File: src/rtl/clk_div_bank_if.sv
// clk_div_bank_if: control, divisor-write and output bundle of the divider bank
interface clk_div_bank_if #(
  parameter int CHANNELS = 4,
  parameter int WIDTH = 22,
  parameter int CH_W = (CHANNELS > 1) ? $clog2(CHANNELS) : 1
);
  logic [CHANNELS-1:0] en;
  logic sync;
  logic wr_en;
  logic [CH_W-1:0] wr_ch;
  logic [WIDTH-1:0] wr_div;
  logic [CHANNELS-1:0] clk_out;
  logic [CHANNELS-1:0] stb;
  logic [CHANNELS-1:0] pending;
  modport master (output en, sync, wr_en, wr_ch, wr_div, input clk_out, stb, pending);
  modport slave (input en, sync, wr_en, wr_ch, wr_div, output clk_out, stb, pending);
endinterface

File: src/rtl/clk_div_bank.sv
// clk_div_bank: bank of square-wave dividers with shadowed divisors applied at terminal count
module clk_div_bank #(
  parameter int CHANNELS = 4,
  parameter int WIDTH = 22,
  parameter int CH_W = (CHANNELS > 1) ? $clog2(CHANNELS) : 1
) (
  input logic clk_in,
  input logic rst,
  clk_div_bank_if.slave bus
);
  logic [WIDTH-1:0] act [CHANNELS];
  logic [WIDTH-1:0] shd [CHANNELS];
  logic [WIDTH-1:0] cnt [CHANNELS];
  logic [CHANNELS-1:0] clk_q, stb_q, pend_q;
  always_ff @(posedge clk_in or posedge rst)
    if (rst) begin
      for (int i = 0; i < CHANNELS; i++) begin
        act[i] <= '0;
        shd[i] <= '0;
        cnt[i] <= '0;
      end
      clk_q <= '0;
      stb_q <= '0;
      pend_q <= '0;
    end else begin
      for (int i = 0; i < CHANNELS; i++) begin
        if (bus.sync || !bus.en[i]) begin
          cnt[i] <= '0;
          clk_q[i] <= 1'b0;
          stb_q[i] <= 1'b0;
          if (pend_q[i]) act[i] <= shd[i];
          pend_q[i] <= 1'b0;
        end else if (cnt[i] == act[i]) begin
          cnt[i] <= '0;
          clk_q[i] <= ~clk_q[i];
          stb_q[i] <= 1'b1;
          if (pend_q[i]) act[i] <= shd[i];
          pend_q[i] <= 1'b0;
        end else begin
          cnt[i] <= cnt[i] + WIDTH'(1);
          stb_q[i] <= 1'b0;
        end
        // a write lands last so it re-arms PENDING even when the old shadow was just consumed
        if (bus.wr_en && bus.wr_ch == CH_W'(i)) begin
          shd[i] <= bus.wr_div;
          pend_q[i] <= 1'b1;
        end
      end
    end
  assign bus.clk_out = clk_q;
  assign bus.stb = stb_q;
  assign bus.pending = pend_q;
endmodule

File: src/flat_wrapper.sv
// flat-port wrapper written by rule: the top's interface ports become plain ports
module clk_div_bank_flat 
#(
  parameter int CHANNELS = 4,
  parameter int WIDTH = 22,
  parameter int CH_W = (CHANNELS > 1) ? $clog2(CHANNELS) : 1
)
  (clk_in, rst, bus_en, bus_sync, bus_wr_en, bus_wr_ch, bus_wr_div, bus_clk_out, bus_stb, bus_pending);
  clk_div_bank_if #(.CHANNELS(CHANNELS), .WIDTH(WIDTH), .CH_W(CH_W)) bus_i ();
  input logic clk_in;
  input logic rst;
  input wire logic [$bits(bus_i.en)-1:0] bus_en;
  input wire logic [$bits(bus_i.sync)-1:0] bus_sync;
  input wire logic [$bits(bus_i.wr_en)-1:0] bus_wr_en;
  input wire logic [$bits(bus_i.wr_ch)-1:0] bus_wr_ch;
  input wire logic [$bits(bus_i.wr_div)-1:0] bus_wr_div;
  output wire logic [$bits(bus_i.clk_out)-1:0] bus_clk_out;
  output wire logic [$bits(bus_i.stb)-1:0] bus_stb;
  output wire logic [$bits(bus_i.pending)-1:0] bus_pending;
  assign bus_i.en = bus_en;
  assign bus_i.sync = bus_sync;
  assign bus_i.wr_en = bus_wr_en;
  assign bus_i.wr_ch = bus_wr_ch;
  assign bus_i.wr_div = bus_wr_div;
  assign bus_clk_out = bus_i.clk_out;
  assign bus_stb = bus_i.stb;
  assign bus_pending = bus_i.pending;
  clk_div_bank #(.CHANNELS(CHANNELS), .WIDTH(WIDTH), .CH_W(CH_W)) u_core (.clk_in(clk_in), .rst(rst), .bus(bus_i));
endmodule
File: config.mk
export PLATFORM = sky130hd
export DESIGN_NAME = clk_div_bank_flat
export DESIGN_NICKNAME = d
export VERILOG_FILES = /design/src/rtl/clk_div_bank_if.sv /design/src/rtl/clk_div_bank.sv /design/src/flat_wrapper.sv
export SDC_FILE = /design/constraint.sdc
export NUM_CORES = 1
export LEC_CHECK = 0
export ABC_CLOCK_PERIOD_IN_PS = 12160
export CAP_MARGIN = 0
export CORE_ASPECT_RATIO = 0.8
export CORE_MARGIN = 8
export CORE_UTILIZATION = 62
export DETAILED_ROUTE_END_ITERATION = 16
export GPL_ROUTABILITY_DRIVEN = 0
export PLACE_DENSITY_LB_ADDON = 0.25
export SLEW_MARGIN = 20
export SYNTH_ARGS = -nofsm -noshare
export SYNTH_HDL_FRONTEND = slang
export SYNTH_SLANG_ARGS = --single-unit
File: constraint.sdc
create_clock -name clk_in -period 12.16 [get_ports clk_in]
set_clock_uncertainty 0.05 [all_clocks]
set_input_delay 1.824 -clock clk_in [delete_from_list [all_inputs] [get_ports clk_in]]
set_output_delay 1.824 -clock clk_in [all_outputs]
set_load 0.01 [all_outputs]
==> impl_summary.log <==
[metrics] root buffer cell: clkbuf_16
[metrics] Crit Reg-Reg Endpoint: u_core.bus.pending[2]
[metrics] signal arrival time at the worst endpoint: around 4.8 ns
[metrics] Filler Cell Count: between 1500 and 2000
[metrics] total half-perimeter wirelength after legalization and detailed placement: 21700 um
[metrics] part of the cycle the worst path needs: 0.350
[metrics] category of the most critical setup path: primary input to asynchronous set/reset pin
[metrics] nets in the synthesized netlist: around 1400
[metrics] maximum number of pins on one net before global-route repair: around 130
[metrics] die extent in y: ~150 um
[metrics] final hold violations: 0
[metrics] minimum setup slack among reg-to-reg paths: around 9 ns
[metrics] critical path endpoint category: asynchronous set/reset pin
[metrics] DRT Wirelength: 34000 um
[metrics] Crit Path Max Fanout: around 130
[metrics] crit path launch type: primary input
[metrics] timing-limited maximum frequency: 235 MHz
[metrics] antenna diode instance count: 0
[metrics] antenna violations before repair: 2
[metrics] number of buffers on the longest clock path: 3
[metrics] number of instances on the worst hold path: 1
[metrics] Final ANT Viol Nets: 0
[metrics] Fin Setup TNS: 0 ns
[metrics] worst rel slew slack: 0.335
[metrics] share of the synthesized area in the top cell type: 0.484
[metrics] total number of vias: between 10000 and 15000
[metrics] path class of the lowest-slack min-delay path: register to register
[metrics] Avg Inst Size Synth: 10.1 sq um
[metrics] final critical delay including setup and external delays: ~4.3 ns
[metrics] Remaining Overflow, GRT: 0
[metrics] Reg2Reg Launch Point: u_core.cnt[25]
[metrics] # H-tree levels: 1
[metrics] TritonCTS clock tree: built
[metrics] first-pass iteration count of the detailed router: 5
[metrics] distinct cell type count after synthesis: 40
[metrics] final-report max-slew violation count: 0
[metrics] Max VDD drop: between 0.1 and 0.15 mV
[metrics] multi-input combinational cell area: between 6000 and 7000 sq um
[metrics] number of buffers added to fix hold violations after cts: 0
[metrics] max-cap violations: 0
[metrics] average detailed-routed wire length per instance: about 20 um
[metrics] cell area after synthesis: roughly 14000 sq um
[metrics] status: finished, final reports clean
[metrics] static leakage power: roughly 0.006 uW
[metrics] pwr dens: approximately 140 nW/um^2
[metrics] setup fix buffers added after clock tree synthesis: 0
[metrics] sequential element share of the synthesized area: 0.484
[metrics] Post-Route Utilization: 0.694
[metrics] unrepaired setup endpoints after global routing: false
[metrics] site row count: 49
[metrics] Post-synth EDFFs: 0
[metrics] initial cell density of the core: 0.632
[metrics] Setup violations, final: 0
[metrics] overall routing resource usage: 0.245
[metrics] number of warning messages in the yosys log: 0
[metrics] gate count after technology mapping: ~1400
[metrics] via density per instance: 6.49
[metrics] ys async rst share: 1.00
[metrics] Slew @ Worst Pin: roughly 1 ns
[metrics] nets: 1431
[metrics] flip-flop and latch count after synthesis: about 280
[metrics] number of cells on the worst reg-to-reg path: 7
[metrics] clock transition at the registers of the reported paths: ~0.060 ns
[metrics] Area contributors post-synth: dfrtp_1, xor2_1, mux2_2
[metrics] Total Die Area: between 20000 and 30000 sq um
[metrics] Clk Latency, worst-skew pair: 0.53 ns
[metrics] ratio of cells with drive above 1 in the final layout: 0.112
[metrics] Port Buffer Count: 43
[metrics] Yosys top cell by area: dfrtp_1
[metrics] Post-route DRC: 0
[metrics] source of the worst hold timing path: u_core.cnt[44]
[metrics] signed area change from the synthesized netlist to the final layout: 9.78%
[metrics] worst path required time: around 13 ns
[metrics] clock sinks: approximately 280
[metrics] Register Area: 6910 sq um
[metrics] Core Footprint: ~23000 sq um
[metrics] CTS-repair resized insts: 0
[metrics] WHS Endpoint: u_core.cnt[44]
[metrics] First DRT Iteration DRCs: around 1200
[metrics] wire length of the first global-routing pass: 55600 um
[metrics] Horiz. Die Dim: approximately 190 um
[metrics] commonest register cell after synthesis: dfrtp_1
[metrics] num ports: 44
[metrics] vias in the first global route: roughly 11000
[metrics] number of CTS-inserted buffers: 27
==> worst max-delay path by stage <==
| stage | startpoint | endpoint | slack, ns | cells after the start |
|---|---|---|---|---|
| global placement | rst | u_core.cnt[54] | 7.16 | 4 |
| floorplan | rst | u_core.act[0] | 2.68 | 1 |
| finish | rst | u_core.act[65] | 7.90 | 4 |
| CTS | rst | u_core.shd[59] | 7.75 | 4 |
| detailed placement | rst | u_core.cnt[61] | 7.19 | 4 |
| global route | rst | u_core.act[65] | 7.38 | 4 |
==> cell type report <==
cell class	count	share of cell area
repair buffers	64	0.0376
well taps	306	0.0245
clock inverters	6	0.00352
multi-input cells	983	0.434
inverters	43	0.0108
clock buffers	41	0.0484
flip-flops and latches	276	0.441
==> cell usage in the layout (no fill, tap or decap), types with 2 or more instances in the layout <==
cell type        count
dfrtp_1            276
nor3b_1              3
or3_1               26
o22ai_1             22
nor2_1             110
nor4_1              21
o311ai_1            10
xnor2_1             46
nor3_1              15
a31oi_1             88
nand3_1             90
and4_1               6
clkinv_2             5
o21ai_1              4
clkbuf_8             3
a21boi_0             3
nand4_1             22
o311ai_0            78
xor2_1             122
ha_1                 4
mux2_2              88
nor2_4               2
inv_1               42
clkdlybuf4s50_1     43
or4_1                2
o21ai_0              7
and2_1               3
buf_4               21
and3_1              10
o2bb2ai_1           66
nor4_2               4
nand3b_1             2
nand2_1            117
clkbuf_16           27
nor2b_1              2
clkbuf_1            11
==> power breakdown <==
group          internal, uW  switching (uW)
Sequential             1020            94.2
Combinational           150             148
Clock                   448             345
==> critical path, cell delays in order <==
cell and delay, ns:
clkdlybuf4s50_1 0.49, inv_8 0.63, buf_4 0.89, buf_4 0.80
==> sequential cells by signal, indices dropped and copies added, names as in the netlist <==
signal,cells
u_core.cnt,88
u_core.bus.stb,4
u_core.bus.pending,4
u_core.shd,88
u_core.act,88
u_core.bus.clk_out,4
==> metal layers <==
layer  vias to the layer above  global-route usage  share of wire
met5                         -                   0              0
met4                         0              0.0820          0.031
met3                        79              0.0372          0.062
met2                       354               0.378           0.46
met1                      5583               0.351           0.45
li1                       5133                   -              -
==> synthesized netlist by cell type (2+ instances only) <==
cell	n
o21ai_0	7
nor3_1	15
o21ai_1	4
o311ai_1	10
nand3_1	91
o311ai_0	78
clkbuf_2	3
a31oi_1	88
nand2_1	117
nor4_2	4
buf_1	3
inv_1	43
nand4_1	22
or4_1	2
clkbuf_1	90
or3_1	26
nor4_1	21
nor3b_1	4
o22ai_1	22
dfrtp_1	276
nor2_1	112
and2_1	3
xor2_1	122
and4_1	6
and3_1	10
mux2_2	88
buf_2	9
a21boi_0	3
ha_1	4
buf_6	2
xnor2_1	46
nand3b_1	2
o2bb2ai_1	66
nor2b_1	4
==> logic make-up after synthesis <==
family | share of synthesized area
muxes | 0.0695
DFF | 0.484
xor gates and xnor gates | 0.103
and+or+nand+nor | 0.149
adders and majority gates | 0.00351
AOI/OAI and AO/OA | 0.149
buffers and inverters | 0.0416
==> stage by stage <==
step	cells	hold slack (ns)	setup slack, ns	cell area (sq um)	power (uW)
CTS	1719	0.445	7.75	15700	2220
global route	1719	0.472	7.38	15700	2300
global placement	1672	0.435	7.16	14800	1400
floorplan	1409	0.414	2.68	14300	1330
detailed placement	1672	0.439	7.19	14800	1420
finish	1719	0.447	7.90	15700	2200
Note: power is estimated with default switching activity, not from simulation.
